### config.mk
export PLATFORM = sky130hd
export DESIGN_NAME = rs_window_ctrl
export DESIGN_NICKNAME = d
export VERILOG_FILES = /design/src/rtl/fixed_pkg.sv /design/src/rtl/price_window_buf.sv /design/src/rtl/rs_window_ctrl.sv
export SDC_FILE = /design/constraint.sdc
export NUM_CORES = 1
export LEC_CHECK = 0
export CAP_MARGIN = 20
export CORE_MARGIN = 5
export CORE_UTILIZATION = 24
export DETAILED_ROUTE_END_ITERATION = 10
export PLACE_DENSITY = 0.41
export SYNTH_ARGS = -nofsm -noshare
export SYNTH_HDL_FRONTEND = slang
export SYNTH_SLANG_ARGS = --single-unit
### constraint.sdc
create_clock -name i_clk -period 2.4 [get_ports i_clk]
set_input_delay 0.48 -clock i_clk [delete_from_list [all_inputs] [get_ports i_clk]]
set_output_delay 0.48 -clock i_clk [all_outputs]
set_load 0.05 [all_outputs]
### src/rtl/fixed_pkg.sv
// Fixed-point types and sequencing constants shared by the RS datapath blocks.
package fixed_pkg;

  typedef logic [15:0] uq8_8_t;

  // Number of cycles the engine is held in reset on every restart.
  localparam int RSW_RST_CYCLES = 2;

  typedef enum logic [2:0] {
    RESTART   = 3'd0,
    FILL      = 3'd1,
    SEED      = 3'd2,
    SEED_WAIT = 3'd3,
    STREAM    = 3'd4,
    WAIT      = 3'd5
  } rsw_state_t;

endpackage

### src/rtl/price_window_buf.sv
// N-deep price shift register: [0] oldest, [N-1] newest, with a fill count.
module price_window_buf
  import fixed_pkg::*;
#(
  parameter int N     = 14,
  parameter int CNT_W = $clog2(N + 1)
) (
  input  logic             i_clk,
  input  logic             i_rst,
  input  logic             clear,
  input  logic             load,
  input  logic [15:0]      din,
  output logic [15:0]      window [N],
  output logic [CNT_W-1:0] count,
  output logic             full
);

  assign full = (count == CNT_W'(N));

  // Count saturates at N so streaming shifts keep the window marked full.
  always_ff @(posedge i_clk or negedge i_rst) begin
    if (!i_rst) begin
      for (int i = 0; i < N; i++) window[i] <= '0;
      count <= '0;
    end else if (clear) begin
      for (int i = 0; i < N; i++) window[i] <= '0;
      count <= '0;
    end else if (load) begin
      for (int i = 0; i < N - 1; i++) window[i] <= window[i + 1];
      window[N-1] <= din;
      if (!full) count <= count + CNT_W'(1);
    end
  end

endmodule

### src/rtl/rs_window_ctrl.sv
// Window collector / sequencer in front of the Q8.8 RS engine.
// Optional engine watchdog enabled by defining RSW_WATCHDOG_EN.
module rs_window_ctrl
  import fixed_pkg::*;
#(
  parameter int N     = 14,
  parameter int SEQ_W = 16
`ifdef RSW_WATCHDOG_EN
  ,
  parameter int TIMEOUT = 64
`endif
) (
  input  logic             i_clk,
  input  logic             i_rst,
  input  logic             i_flush,
  input  logic [15:0]      i_price,
  input  logic             i_price_valid,
  output logic             o_price_ready,
  output logic [15:0]      o_prices [N],
  output logic             o_en,
  output logic [15:0]      o_curr_price,
  output logic             o_valid_price,
  output logic             o_eng_rst_n,
  input  logic [15:0]      i_rs_scaled,
  input  logic             i_rs_valid,
  output logic [15:0]      o_rs,
  output logic             o_rs_valid,
  output logic [SEQ_W-1:0] o_rs_seq,
  output logic             o_busy,
  output logic             o_err
);

  localparam int CNT_W     = $clog2(N + 1);
  localparam int RST_CNT_W = $clog2(RSW_RST_CYCLES + 1);

  rsw_state_t           state;
  rsw_state_t           state_nxt;
  logic [RST_CNT_W-1:0] rst_cnt;
  logic [CNT_W-1:0]     win_count;
  logic                 win_full;
  logic                 xfer;
  logic                 in_wait;
  logic                 rs_accept;
  logic                 restart_done;
  logic                 wd_timeout;

  assign o_price_ready = ((state == FILL) || (state == STREAM)) && !i_flush;
  assign xfer          = i_price_valid && o_price_ready;
  assign in_wait       = (state == SEED_WAIT) || (state == WAIT);
  assign rs_accept     = in_wait && i_rs_valid && !i_flush;
  assign restart_done  = (state == RESTART) && (rst_cnt == RST_CNT_W'(RSW_RST_CYCLES - 1));

  assign o_eng_rst_n = (state != RESTART);
  assign o_en        = (state == SEED) && win_full;
  assign o_busy      = !((state == FILL) || (state == STREAM));

  price_window_buf #(
    .N     (N),
    .CNT_W (CNT_W)
  ) u_window (
    .i_clk  (i_clk),
    .i_rst  (i_rst),
    .clear  (i_flush || wd_timeout),
    .load   (xfer),
    .din    (i_price),
    .window (o_prices),
    .count  (win_count),
    .full   (win_full)
  );

  // Flush and watchdog expiry override every other transition.
  always_comb begin
    state_nxt = state;
    if (i_flush || wd_timeout) begin
      state_nxt = RESTART;
    end else begin
      case (state)
        RESTART:   if (restart_done) state_nxt = FILL;
        FILL:      if (xfer && (win_count == CNT_W'(N - 1))) state_nxt = SEED;
        SEED:      state_nxt = SEED_WAIT;
        SEED_WAIT: if (i_rs_valid) state_nxt = STREAM;
        STREAM:    if (xfer) state_nxt = WAIT;
        WAIT:      if (i_rs_valid) state_nxt = STREAM;
        default:   state_nxt = RESTART;
      endcase
    end
  end

  always_ff @(posedge i_clk or negedge i_rst) begin
    if (!i_rst) begin
      state   <= RESTART;
      rst_cnt <= '0;
    end else begin
      state <= state_nxt;
      if (i_flush || wd_timeout || (state != RESTART)) rst_cnt <= '0;
      else rst_cnt <= rst_cnt + RST_CNT_W'(1);
    end
  end

  always_ff @(posedge i_clk or negedge i_rst) begin
    if (!i_rst) begin
      o_curr_price  <= '0;
      o_valid_price <= 1'b0;
    end else begin
      o_valid_price <= xfer && (state == STREAM);
      if (xfer && (state == STREAM)) o_curr_price <= i_price;
    end
  end

  // The seed result restarts numbering at 0; each streamed result advances it.
  always_ff @(posedge i_clk or negedge i_rst) begin
    if (!i_rst) begin
      o_rs       <= '0;
      o_rs_valid <= 1'b0;
      o_rs_seq   <= '0;
    end else begin
      o_rs_valid <= rs_accept;
      if (i_flush) begin
        o_rs_seq <= '0;
      end else if (rs_accept) begin
        o_rs     <= i_rs_scaled;
        o_rs_seq <= (state == SEED_WAIT) ? '0 : o_rs_seq + SEQ_W'(1);
      end
    end
  end

`ifdef RSW_WATCHDOG_EN
  localparam int WD_W = $clog2(TIMEOUT + 1);

  logic [WD_W-1:0] wd_cnt;

  assign wd_timeout = in_wait && !i_rs_valid && (wd_cnt == WD_W'(TIMEOUT - 1));

  always_ff @(posedge i_clk or negedge i_rst) begin
    if (!i_rst) begin
      wd_cnt <= '0;
      o_err  <= 1'b0;
    end else begin
      if (wd_timeout) o_err <= 1'b1;
      if (!in_wait || (state_nxt != state)) wd_cnt <= '0;
      else wd_cnt <= wd_cnt + WD_W'(1);
    end
  end
`else
  assign wd_timeout = 1'b0;
  assign o_err      = 1'b0;
`endif

endmodule
==> results of run 1 <==
[final cells by class]
type	count	area (um2)
Tap cell	664	830.8
Timing Repair Buffer	343	3537
Multi-Input combinational cell	830	4544
Sequential cell	283	7083
Clock inverter	9	83.83
Clock buffer	52	1062
Inverter	7	26.28
Fill cell	5043	31990
[worst max-delay path by stage]
| stage | from | to |
|---|---|---|
| after global placement | i_price_valid | o_curr_price[1] |
| after detailed placement | i_price_valid | o_curr_price[2] |
| final | o_rs_seq[1] | o_rs_seq[1] |
| after CTS | u_window.window[88] | o_prices[88] |
| after floorplan | o_rs_seq[0] | o_rs_seq[12] |
| after global routing | o_rs_seq[3] | o_rs_seq[3] |
[layer usage]
layer | share of wire [%] | GRT usage (%) | routed length, um
met5 | 0 | 0 | 0
met1 | 44 | 20.11 | 18590
met4 | 2.9 | 5.095 | 1241
met3 | 7.0 | 4.169 | 2983
met2 | 46 | 24.24 | 19620
[state kept, by name, summed over array words and instances, names as in the netlist]
signal / cells
state: 3
o_curr_price: 16
o_rs: 16
o_rs_seq: 16
o_valid_price: 1
rst_cnt: 2
u_window.window: 224
u_window.count: 4
o_rs_valid: 1
[kinds of logic (layout without fill, tap and decap cells)]
group	Yosys count	after routing	share of synthesized area [%]
XOR/XNOR	3	3	0.2197
multiplexers	32	32	3.012
adder cells (fa/ha/maj)	5	5	0.5229
other	1	1	0.03134
AO/OA/AOI/OAI	43	43	2.353
buffers and inverters	93	411	3.096
flip-flops	283	283	59.19
AND/OR/NAND/NOR	746	746	31.57
[placed cells by master (no fill, tap or decap), types with 5 or more instances in the layout]
master	count
nand2_1	460
clkdlybuf4s50_1	296
dfrtp_1	282
nand3b_1	227
clkbuf_16	37
mux2_2	23
buf_4	22
buf_12	15
nor2_1	12
o21ai_0	12
mux2_1	9
nand3_1	8
clkbuf_8	8
inv_1	7
a21oi_1	7
clkbuf_1	7
a31oi_1	6
nand4_1	5
ha_1	5
[power breakdown]
| part | internal [mW] | total (mW) | switching [mW] |
|---|---|---|---|
| registers | 4.83 | 4.87 | 0.0429 |
| clock network | 3.18 | 5.31 | 2.13 |
| logic | 0.315 | 0.960 | 0.645 |
| total | 8.32 | 11.1 | 2.82 |
[per-stage QoR]
step / power [mW] / utilization, % / setup WS [ns]
2_1_floorplan: 5.459 / - / 0.2131
3_3_place_gp: 5.937 / 32.54 / 0.2969
3_5_place_dp: 5.940 / 32.54 / 0.2628
4_1_cts: 11.44 / 34.90 / 0.008163
5_1_grt: 11.64 / 34.93 / 0.0003706
6_report: 11.14 / 34.93 / 0.07232
[timing repair]
action / in CTS / in global routing
endpoints found under the hold margin: 65 / 0
gates resized for setup: 5 / 5
hold buffers: 1 / 0
endpoints found under the setup margin: 5 / 4
pin swaps: 1 / 1
==> key figures, run 1 <==
Placement
  – Placed cell area: 15,990 um2
  – Port Buffers: 314
  – HPWL after DPL: 28,040 um
  – Placed Cells: 2,126
  – Placer congestion estimate: 0.7728

Synthesis
  – Cell area after synthesis: 11,960 um2
  – Top-count cell post-synth: nand2_1
  – Unique masters post-synth: 45
  – Flops & latches, synth: 283
  – Synth warnings: 0
  – Asr flop ratio synth: 100.0%
  – Synth cell count leaders: nand2_1, dfrtp_1, nand3b_1
  – Avg Inst Size Synth: 9.920 um2
  – Syn Inst Count: 1,206
  – Top cells by area, synth: dfrtp_1, nand2_1, nand3b_1
  – Seq/Total Area, Yosys: 59.19%
  – Synth top area share: 59.19%
  – Ys flop type: dfrtp_1
  – Leading area contributor after synthesis: dfrtp_1
  – Synthesized net count: 1,248
  – Post-synth EDFFs: 0

Worst hold path
  – Worst hold path depth: 3
  – Hold Crit Class: input port to flip-flop
  – Worst hold path startpoint: i_flush
  – Hold EP: state[0]

Setup path
  – Slowest CP cell: clkdlybuf4s50_1
  – R2r endpoint: o_rs_seq[11]
  – Largest delay contributor family on the critical path: buffers and inverters
  – CP Max Fanout: 6
  – Crit end category: output port
  – Buf/Inv on CP: 1
  – Worst reg2reg path startpoint: state[1]
  – Reg2Reg Depth: 4
  – CP startpoint kind: flip-flop
  – CP cell instances: clkdlybuf4s50_1
  – Crit Path Category: flip-flop to output port
  – Worst EP required: 1.92 ns
  – CP max stage delay: 0.85 ns
  – R2R Setup Slk: 0.41 ns
  – Arr. time, crit path: 1.85 ns
  – Levels on crit path: 1

Detailed routing
  – Vias: 9,763
  – DR DRC count: 0
  – Overall routed net length: 42,430 um
  – Starting DRT DRC Count: 674
  – 1st-pass router iterations: 6
  – Per-cell routed wire length: 19.39 um
  – Vias/cell: 4.462
  – Post-route ant nets: 0

Die
  – Core Area: 49,150 um2
  – Initial core utilization: 24.34%
  – Vert. Die Dim: 233.3 um
  – DIE WIDTH: 233.3 um
  – # IOs: 316
  – Die ar.: 54,410 um2
  – Row cnt: 81

Run status
  – Status: finished clean

Clock tree
  – Clk root buf: clkbuf_16
  – Clk sinks: 283
  – CTS tree: done
  – Inserted Clock Buffers: 36
  – Clock network latency to the later pin of the worst-skew pair: 0.54 ns
  – Clock-pin slew on the worst setup and hold paths: 0.06 ns
  – Post-CTS setup buffer count: 0
  – Max clock buf depth: 3
  – H-tree levels: 2

STA
  – RSZ-0062 raised after global routing: no
  – Tmin final: 2.328 ns
  – Part of the cycle the worst path needs: 96.99%
  – Worst Skew: 0.01519 ns
  – Max_slew headroom: 34.30%
  – Final Max Slew Viols: 0
  – TNS Setup: 0 ns
  – Worst-Margin Slew: 0.9856 ns
  – Final setup viols: 0
  – Hold Fails Final Rpt: 0
  – Max Freq: 0.4296 GHz
  – Final hold slack: 0.3395 ns

GRT
  – Vias in the first global route: 10,161
  – Grt ovf: 0
  – Initial antenna violation count: 0
  – Global-route wire length before repair: 64,780 um
  – All-Layer GR Usage: 15.23%
  – Largest net degree at the start of global routing: 233

Power
  – Power Density: 649.0 nW/um2
  – P_leak: 8.366 nW
  – Max VDD drop: 0.3779 mV

Layout
  – Syn-to-layout area delta: 43.49%
  – Share of cells above drive strength 1: 8.071%
  – Nets: 1,543
  – Ant. Diodes: 0
  – Post-Layout Cell Count: 2,188
  – Finished Cell Area: 17,170 um2

Flow run
  – Max cap viols: 0
No activity file was read; power rests on OpenSTA's default activity.
==> inputs of run 2 (changes only) <==
--- a/config.mk
+++ b/config.mk
@@ -10,6 +10,8 @@
 export CORE_UTILIZATION = 24
 export DETAILED_ROUTE_END_ITERATION = 10
 export PLACE_DENSITY = 0.41
+export SKIP_LAST_GASP = 1
+export SLEW_MARGIN = 20
 export SYNTH_ARGS = -nofsm -noshare
 export SYNTH_HDL_FRONTEND = slang
 export SYNTH_SLANG_ARGS = --single-unit
==> key figures, run 2 (synthesis results as in run 1) <==
STA
  – Final Max Slew Viols: 0
  – Final setup viols: 0
  – Max_slew headroom: 34.24%
  – Worst Skew: 0.01707 ns
  – Worst-Margin Slew: 0.9864 ns
  – Tmin final: 2.332 ns
  – Part of the cycle the worst path needs: 97.15%
  – Hold Fails Final Rpt: 0
  – Max Freq: 0.4289 GHz
  – RSZ-0062 raised after global routing: yes

Detailed routing
  – Vias/cell: 4.458
  – Starting DRT DRC Count: 676
  – DR DRC count: 0
  – Per-cell routed wire length: 19.39 um
  – 1st-pass router iterations: 4
  – Overall routed net length: 42,420 um
  – Post-route ant nets: 0
  – Vias: 9,755

Setup path
  – Arr. time, crit path: 1.85 ns
  – Slowest CP cell: clkdlybuf4s50_1
  – Buf/Inv on CP: 1
  – Largest delay contributor family on the critical path: buffers and inverters
  – Crit end category: output port
  – CP max stage delay: 0.85 ns
  – CP cell instances: clkdlybuf4s50_1
  – CP Max Fanout: 6
  – Worst EP required: 1.92 ns
  – CP startpoint kind: flip-flop
  – Crit Path Category: flip-flop to output port

Placement
  – Placed cell area: 15,990 um2
  – Placed Cells: 2,126
  – Placer congestion estimate: 0.7728
  – Port Buffers: 314
  – HPWL after DPL: 28,040 um

Die
  – # IOs: 316
  – Row cnt: 81
  – Initial core utilization: 24.34%
  – Core Area: 49,150 um2
  – DIE WIDTH: 233.3 um
  – Vert. Die Dim: 233.3 um
  – Die ar.: 54,410 um2

Clock tree
  – Clock network latency to the later pin of the worst-skew pair: 0.54 ns
  – Inserted Clock Buffers: 36
  – CTS tree: done
  – Clk root buf: clkbuf_16
  – H-tree levels: 2
  – Post-CTS setup buffer count: 0
  – Max clock buf depth: 3
  – Clk sinks: 283
  – Clock-pin slew on the worst setup and hold paths: 0.06 ns

GRT
  – Grt ovf: 0
  – Initial antenna violation count: 0
  – Vias in the first global route: 10,153
  – All-Layer GR Usage: 15.24%
  – Global-route wire length before repair: 64,790 um
  – Largest net degree at the start of global routing: 233

Power
  – Max VDD drop: 0.3782 mV
  – Power Density: 649.4 nW/um2
  – P_leak: 8.368 nW
  – Final Power: 11.14 mW

Layout
  – Largest reg by FF count: u_window.window
  – Share of cells above drive strength 1: 7.940%
  – Finished Cell Area: 17,160 um2
  – Most frequent cells in the layout: nand2_1, clkdlybuf4s50_1, dfrtp_1, nand3b_1, clkbuf_16
  – Syn-to-layout area delta: 43.44%
  – Max reg flops: 224
  – Ant. Diodes: 0
  – Nets: 1,543
  – Post-Layout Cell Count: 2,188
  – Most common cell after layout, fill and taps aside: nand2_1

Flow run
  – Max cap viols: 0

Run status
  – Status: finished clean

Worst hold path
  – Hold Crit Class: input port to flip-flop
## run 2: final cells by class
cell class | instances | area (um2)
fill | 5046 | 31990
multi-input combinational | 830 | 4539
timing repair buffer | 343 | 3537
clock inverter | 9 | 83.83
sequential | 283 | 7082
clock buffer | 52 | 1062
tap | 664 | 830.8
inverter | 7 | 26.28
## run 2: power by group
group          leakage (nW)  switching (mW)  internal (mW)  total, mW
clock                 0.565            2.14           3.18       5.31
sequential             3.94          0.0429           4.83       4.87
combinational          3.86           0.645          0.316      0.961
## run 2: worst paths after layout
path,slack (ns),from,cells after the start,to
max,0.07,o_rs_seq[1],1,o_rs_seq[1]
min in group asynchronous,0.56,i_rst,2,u_window.window[139]
max in group asynchronous,1.11,i_rst,3,u_window.window[127]
min,0.34,i_flush,3,state[0]
min reg2reg,0.43,rst_cnt[0],1,rst_cnt[0]
max reg2reg,0.41,state[1],4,o_rs_seq[13]
## run 2: repair_timing
action / CTS / global route
hold buffers: 1 / 0
pin swaps: 0 / 1
gates resized for setup: 5 / 3
setup endpoints to repair: 5 / 4
hold endpoints to repair: 65 / 0
## run 2: stage by stage
stage	hold WS [ns]	util, %	setup TNS [ns]	worst slack [ns]
finish	0.3425	34.91	0	0.06847
global route	0.3431	34.91	-0.007623	-0.007623
CTS	0.2976	34.90	-0.006737	-0.006737
detailed placement	0.4247	32.54	0	0.2628
global placement	0.4213	32.54	0	0.2969
floorplan	0.1844	-	0	0.2131
## run 2: per-layer routing
layer | up-vias | global-route usage (%) | share of wire (%)
met5 | - | 0 | 0
met4 | 0 | 5.095 | 2.8
met3 | 62 | 4.169 | 6.8
met2 | 230 | 24.22 | 46
met1 | 4899 | 20.14 | 44
li1 | 4564 | - | -
